**config.mk**
```make
export PLATFORM = sky130hd
export DESIGN_NAME = uart_rx_bit_sampler
export DESIGN_NICKNAME = d
export VERILOG_FILES = /design/src/rtl/uart_rx_bit_sampler.sv
export SDC_FILE = /design/constraint.sdc
export NUM_CORES = 1
export LEC_CHECK = 0
export ABC_AREA = 1
export ABC_CLOCK_PERIOD_IN_PS = 2210
export CAP_MARGIN = 40
export CORE_ASPECT_RATIO = 0.9
export CORE_MARGIN = 1
export CORE_UTILIZATION = 58
export DETAILED_ROUTE_END_ITERATION = 6
export PLACE_DENSITY = 0.8
export SLEW_MARGIN = 20
export SYNTH_ARGS = -nofsm -noshare
export SYNTH_HDL_FRONTEND = slang
export SYNTH_SLANG_ARGS = --single-unit
```
**constraint.sdc**
```tcl
create_clock -name clk -period 2.21 [get_ports clk]
set_input_delay 0.221 -clock clk [delete_from_list [all_inputs] [get_ports clk]]
set_output_delay 0.221 -clock clk [all_outputs]
set_load 0.01 [all_outputs]
```
**src/rtl/uart_rx_bit_sampler.sv**
```systemverilog
// UART receive bit sampler: times each bit from the start-detector pulse, takes a
// three-point majority vote near mid-bit and assembles the data word plus frame status.
module uart_rx_bit_sampler #(
  parameter int unsigned CLOCKS_PER_BIT = 5000,
  parameter int unsigned SAMPLE_GAP     = 1,
  parameter int unsigned DATA_BITS      = 8,
  parameter int unsigned STOP_BITS      = 1
) (
  input  logic                 clk,
  input  logic                 reset,
  input  logic                 start_detected,
  input  logic                 serial_in,
  output logic                 busy,
  output logic                 sampling_strobe,
  output logic                 sampled_bit,
  output logic [DATA_BITS-1:0] data_out,
  output logic                 frame_done,
  output logic                 framing_error,
  output logic                 noise_detected,
  output logic                 false_start
);

  localparam int unsigned CNT_W   = $clog2(CLOCKS_PER_BIT);
  localparam int unsigned IDX_W   = $clog2(DATA_BITS + STOP_BITS) + 1;
  localparam int unsigned MID     = CLOCKS_PER_BIT / 2;
  localparam int unsigned VOTE0   = MID - SAMPLE_GAP;
  localparam int unsigned VOTE2   = MID + SAMPLE_GAP;

  typedef enum logic [1:0] {IDLE, START, DATA, STOP} state_t;

  state_t               state_q;
  logic [CNT_W-1:0]     cnt_q;
  logic [IDX_W-1:0]     idx_q;
  logic                 v0_q, v1_q;
  logic                 noise_q, ferr_q;
  logic                 busy_q, strobe_q, bit_q;
  logic                 done_q, ferr_out_q, noise_out_q, fstart_q;
  logic [DATA_BITS-1:0] data_q;

  logic at_wrap, at_vote0, at_vote1, at_vote2;
  logic vote_maj, votes_differ;

  // Third vote is taken straight from the line on the capturing edge.
  assign at_wrap      = (cnt_q == CNT_W'(CLOCKS_PER_BIT - 1));
  assign at_vote0     = (cnt_q == CNT_W'(VOTE0));
  assign at_vote1     = (cnt_q == CNT_W'(MID));
  assign at_vote2     = (cnt_q == CNT_W'(VOTE2));
  assign vote_maj     = (v0_q & v1_q) | (v0_q & serial_in) | (v1_q & serial_in);
  assign votes_differ = !((v0_q == v1_q) && (v1_q == serial_in));

  always_ff @(posedge clk) begin
    if (reset) begin
      state_q     <= IDLE;
      cnt_q       <= '0;
      idx_q       <= '0;
      v0_q        <= 1'b0;
      v1_q        <= 1'b0;
      noise_q     <= 1'b0;
      ferr_q      <= 1'b0;
      busy_q      <= 1'b0;
      strobe_q    <= 1'b0;
      bit_q       <= 1'b0;
      done_q      <= 1'b0;
      ferr_out_q  <= 1'b0;
      noise_out_q <= 1'b0;
      fstart_q    <= 1'b0;
      data_q      <= '0;
    end else begin
      strobe_q    <= 1'b0;
      bit_q       <= 1'b0;
      done_q      <= 1'b0;
      ferr_out_q  <= 1'b0;
      noise_out_q <= 1'b0;
      fstart_q    <= 1'b0;
      if (state_q == IDLE) begin
        if (start_detected) begin
          state_q <= START;
          cnt_q   <= '0;
          idx_q   <= '0;
          noise_q <= 1'b0;
          ferr_q  <= 1'b0;
          busy_q  <= 1'b1;
        end
      end else begin
        cnt_q <= at_wrap ? '0 : cnt_q + CNT_W'(1);
        if (at_vote0) v0_q <= serial_in;
        if (at_vote1) v1_q <= serial_in;
        if (at_vote2) begin
          strobe_q <= 1'b1;
          bit_q    <= vote_maj;
          if (votes_differ) noise_q <= 1'b1;
        end
        case (state_q)
          START: begin
            if (at_vote2 && vote_maj) begin
              fstart_q <= 1'b1;
              state_q  <= IDLE;
              busy_q   <= 1'b0;
              cnt_q    <= '0;
            end else if (at_wrap) begin
              state_q <= DATA;
              idx_q   <= '0;
            end
          end
          DATA: begin
            if (at_vote2) begin
              for (int unsigned i = 0; i < DATA_BITS; i++) begin
                if (idx_q == IDX_W'(i)) data_q[i] <= vote_maj;
              end
            end
            if (at_wrap) begin
              if (idx_q == IDX_W'(DATA_BITS - 1)) begin
                state_q <= STOP;
                idx_q   <= '0;
              end else begin
                idx_q <= idx_q + IDX_W'(1);
              end
            end
          end
          STOP: begin
            // Finish on the last stop vote; the rest of the stop bit is not waited out.
            if (at_vote2 && (idx_q == IDX_W'(STOP_BITS - 1))) begin
              done_q      <= 1'b1;
              ferr_out_q  <= ferr_q | !vote_maj;
              noise_out_q <= noise_q | votes_differ;
              state_q     <= IDLE;
              busy_q      <= 1'b0;
              cnt_q       <= '0;
              idx_q       <= '0;
            end else begin
              if (at_vote2 && !vote_maj) ferr_q <= 1'b1;
              if (at_wrap) idx_q <= idx_q + IDX_W'(1);
            end
          end
          default: state_q <= IDLE;
        endcase
      end
    end
  end

  assign busy            = busy_q;
  assign sampling_strobe = strobe_q;
  assign sampled_bit     = bit_q;
  assign data_out        = data_q;
  assign frame_done      = done_q;
  assign framing_error   = ferr_out_q;
  assign noise_detected  = noise_out_q;
  assign false_start     = fstart_q;

endmodule

```
-- Yosys cells after proc, flatten, opt, wreduce, memory -nomap -nowiden
Index checks and enable logic that the tools add are counted.
- bits in registers: 39
- input port bits: 4
- word-level logic and storage cells: 135
- bitwise logic cells: 12
- multiplexer cells: 39
- reduce and logical (&&, ||, !) cells: 33
- eq/ne operators: 27
- add/sub/neg operators: 2
- operator list (kind ; count):
    2-to-1 mux 13 bit ; 5
    2-to-1 mux 5 bit ; 8
    AND reduction 4 bit ; 10
    == test 13 x 12 -> 1 bit, second input constant ; 3
    case mux 13 bit (2 select lines) ; 1
    == test 5 x 3 -> 1 bit, second input constant ; 4
    != test 3 bit, second input constant ; 6
    2-to-1 mux 1 bit ; 15
    case mux 5 bit (3 select lines) ; 1
    2-to-1 mux 2 bit ; 7
    adder 13 x 1 -> 13 bit, second input constant ; 1
    == test 13 bit, second input constant ; 1
    == test 5 x 2 -> 1 bit, second input constant ; 2
    OR reduction 3 bit ; 3
    != test 4 bit, second input constant ; 2
    case mux 2 bit (3 select lines) ; 1
    AND reduction 6 bit ; 1
    nonzero test 2 bit ; 3
    adder 5 x 1 -> 5 bit, second input constant ; 1
    == test 5 x 1 -> 1 bit, second input constant ; 1
    zero test 5 bit ; 1
    NOT 1 bit ; 5
    AND reduction 5 bit ; 1
    == test 2 bit, second input constant ; 2
    16 further kinds ; 28

-- Logic depth before layout (Yosys ltp)
- word-level depth: 9
- gate-level depth with buffers: 12
- gate-level depth less buffers: 12

-- Worst setup path before layout
No wires, ideal clock.
- path type: register to register
- from: reg state_q[0]
- to: reg cnt_q[12]
- buffers on the path: 1
- clock period less this slack: 1.634 ns
- stages on the path, launching flop included: 12
- data required time: 2.094 ns
- slack: 0.576 ns
- data arrival time: 1.518 ns
- cell sequence: dfxtp_1 -> inv_1 -> ha_1 -> buf_2 -> inv_2 -> nor2_1 -> inv_2 -> nand3_1 -> nor2_1 -> nand2_1 -> xor2_1 -> nor2_1
- longest elaborated chain between the ends: 3
- elaborated cells on any way between the ends: 6
- classes of those cells: eq/ne: 3; mux: 2; reduce/logical: 1
- RTL lines (what ; line ; source):
    start: declaration ; 31 ; state_t state_q;
    start signal: assignment ; 53 ; state_q <= IDLE;
    start signal: assignment ; 77 ; state_q <= START;
    start signal: assignment ; 97 ; state_q <= IDLE;
    == test 2 bit or == test 2 x 1 -> 1 bit (tied branches) ; 93 ; case (state_q)
    case mux 13 bit (2 select lines) ; 93 ;
    2-to-1 mux 13 bit ; 75 ; if (state_q == IDLE) begin
    end signal: assignment ; 85 ; cnt_q <= at_wrap ? '0 : cnt_q + CNT_W'(1);
    end: declaration ; 32 ; logic [CNT_W-1:0] cnt_q;
Parallel ways exist; a longest one is shown, timed or not.
A chain may end at the register's enable or synchronous reset.

-- Worst setup path after layout
Same ends and word-level chain as after synthesis.

==> summary.md <==
| Metric | Value |
|---|---|
| GRT Util Overall | `25.5%` |
| Yosys warning count | `0` |
| Area growth syn-to-layout | `16.4%` |
| # nets final | `364` |
| Clk slew on worst S/H paths | `approximately 0.08 ns` |
| Hold path startpoint | `ferr_q` |
| Register bit total from synthesis | `39` |
| Largest net degree at the start of global routing | `17` |
| Worst setup path start | `state_q[0]` |
| 1st-pass router iterations | `5` |
| Share of the synthesized area in the top cell type | `34.3%` |
| Postcts setup bufs | `0` |
| Leakage power | `1.06 nW` |
| Top cells by count, synth | `nand2_1, nor2_1, dfxtp_1` |
| Worst slew pin tran | `0.613 ns` |
| Hold-fix buffers at CTS | `0` |
| Core area | `0.00373 mm²` |
| Ant diodes | `0` |
| Std cell rows | `21` |
| HP Class | `flip-flop to flip-flop` |
| # H-tree levels | `2` |
| CP arrival | `2.05 ns` |
| Sequential cell area | `slightly below 800 µm²` |
| Layout Skew | `0.00521 ns` |
| Status | `finished, final reports clean` |
| Routed wire length | `5030 µm` |
| CTS tree | `done` |
| Most numerous cell in the Yosys netlist | `nand2_1` |
| Gates resized, CTS repair | `0` |
| Hold Fails Final Rpt | `0` |
| Post-detailed-route count of antenna-violating nets | `0` |
| Power Density | `1020 mW/mm²` |
| Largest cells by area after synthesis | `dfxtp_1, nand2_1, nor2_1` |
| Die height | `roughly 60 µm` |
| Fill cells | `between 300 and 400` |
| I/O pins | `19` |
| Pre-CTS setup slack | `around 0.36 ns` |
| Post-placement cell area | `0.00251 mm²` |
| Post-synth EDFFs | `0` |
| First-pass GRT wire length | `a little under 8000 µm` |
| Vias in the first global route | `1770` |
| Period utilization | `84.2%` |
| Post-synth top area cell | `dfxtp_1` |
| # Max-Cap Violations | `0` |
| Die Wd | `68.1 µm` |
| Fin area | `0.00265 mm²` |
| GRT Residual Overflow | `0` |
| Share of cells above drive strength 1 | `11.0%` |
| Ys flop type | `dfxtp_1` |
| Mapped Avg Cell Area | `between 7 and 8 µm²` |
| Sequential element share of the synthesized area | `34.3%` |
| Setup WS post-layout | `0.350 ns` |
| Total Die Area | `0.00418 mm²` |
| Slew headroom | `59.1%` |
| Pins Over Slew Limit | `0` |
| Vias | `2107` |
| Initial antenna violation count | `0` |
| FFs w/ async S/R, synth | `0%` |
| Post-Syn Nets | `342` |
| Initial Utilization | `61.0%` |
| Maximum fanout along the worst path | `13` |
| Deepest clock path buffer count | `2` |
| RSZ-0062 raised after global routing | `false` |
| Area taken by multi-input logic gates | `0.00131 mm²` |
| Worst-Skew Late Latency | `0.30 ns` |
| Sinks on Clock Net | `39` |
| Critical path launch point type | `flip-flop` |
| CP Class | `flip-flop to flip-flop` |
| Critical Path RT | `2.40 ns` |
| DRC viols | `0` |
| Vias per Instance | `between 5 and 6` |
| DP HPWL | `3740 µm` |
| Mapped Area | `0.00228 mm²` |
| Worst setup EP type | `flip-flop` |
| IR drop worst, VDD | `0.871 mV` |
| 1st-iter DRT viols | `between 150 and 200` |
| Wire per inst | `12.8 µm` |
| TritonCTS Buffers | `5` |
| Final TNS setup | `0 ns` |
| Max Fclk | `538 MHz` |
| Count of unique library cells instantiated by Yosys | `30` |
| Clock period minus worst slack | `1.86 ns` |
| CTS root buf | `clkbuf_8` |
| Post-Synthesis Cells | `324` |
| Routability cong. | `0.945` |
| Endpoints failing setup | `0` |
| Reg-to-Reg Start | `state_q[0]` |
| IO Port Bufs | `18` |
## logic make-up (layout without fill, tap and decap cells)
group / after synthesis / after routing / share of synthesized area (%)
AND/OR/NAND/NOR: 183 / 183 / 39.1
buffers and inverters: 48 / 71 / 8.08
flip-flops: 39 / 39 / 34.3
AO/OA/AOI/OAI: 30 / 30 / 6.98
adder cells (fa/ha/maj): 14 / 14 / 7.69
XOR/XNOR: 10 / 10 / 3.85
## stage by stage
step	power (W)	hold slack, ns	utilization [%]	instances
after floorplan	0.00174	0.298	-	324
after global placement	0.00196	0.444	67.4	385
after detailed placement	0.00198	0.448	67.4	385
after CTS	0.00269	0.461	71.1	393
after global routing	0.00289	0.478	71.1	393
final	0.00270	0.463	71.1	393
## final timing paths
check             slack [ns]            end  cells after the start
setup reg to reg        0.35      cnt_q[12]                     10
hold reg to reg         0.46  framing_error                      2
hold / removal          0.46  framing_error                      2
setup / recovery        0.35      cnt_q[12]                     10
## state kept, by name, summed over array words and instances, names as in the netlist, 2 cells and up
name,count
idx_q,5
state_q,2
data_out,8
cnt_q,13
## critical path: stages (launching register included)
cell	delay [ns]
dfxtp_1	0.38
inv_1	0.09
ha_1	0.22
inv_2	0.18
nor2_1	0.12
inv_2	0.15
nand3_1	0.15
nor2_1	0.18
nand2_1	0.08
xor2_1	0.13
nor2_1	0.06
## layout by cell type (no fill, tap or decap), drive strengths merged
master	n
clkdlybuf4s50	18
clkinv	2
nand4	6
o21ai	10
bufinv	2
a21oi	15
buf	4
clkbuf	5
nand3	33
nor2	60
dfxtp	39
and3	1
nor4	3
ha	14
a211oi	2
inv	39
a31oi	3
clkinvlp	1
xnor2	1
nand3b	3
xor2	9
nor3	11
nand2	66
## area by class of cell
cell class / instances / share of cell area (%)
Sequential cell: 39 / 29.4
Multi-Input combinational cell: 237 / 49.5
Clock inverter: 3 / 2.55
Inverter: 41 / 5.80
Clock buffer: 5 / 2.60
Timing Repair Buffer: 22 / 7.93
Tap cell: 46 / 2.17
## routing by layer
metal | routed length (µm) | up-vias | part of all wire, % | GRT usage (%)
met1 | 2490 | 940 | 50 | 36.7
li1 | - | 1083 | - | -
met3 | 301 | 17 | 6.0 | 5.37
met5 | 0 | - | 0 | 0
met2 | 2110 | 67 | 42 | 36.6
met4 | 121 | 0 | 2.4 | 10.7
## report_power, final
| part | internal (W) | switching (W) |
|---|---|---|
| clock | 0.000450 | 0.000258 |
| sequential | 0.000773 | 0.0000676 |
| combinational | 0.000371 | 0.000777 |
(Power assumes the default switching activity.)
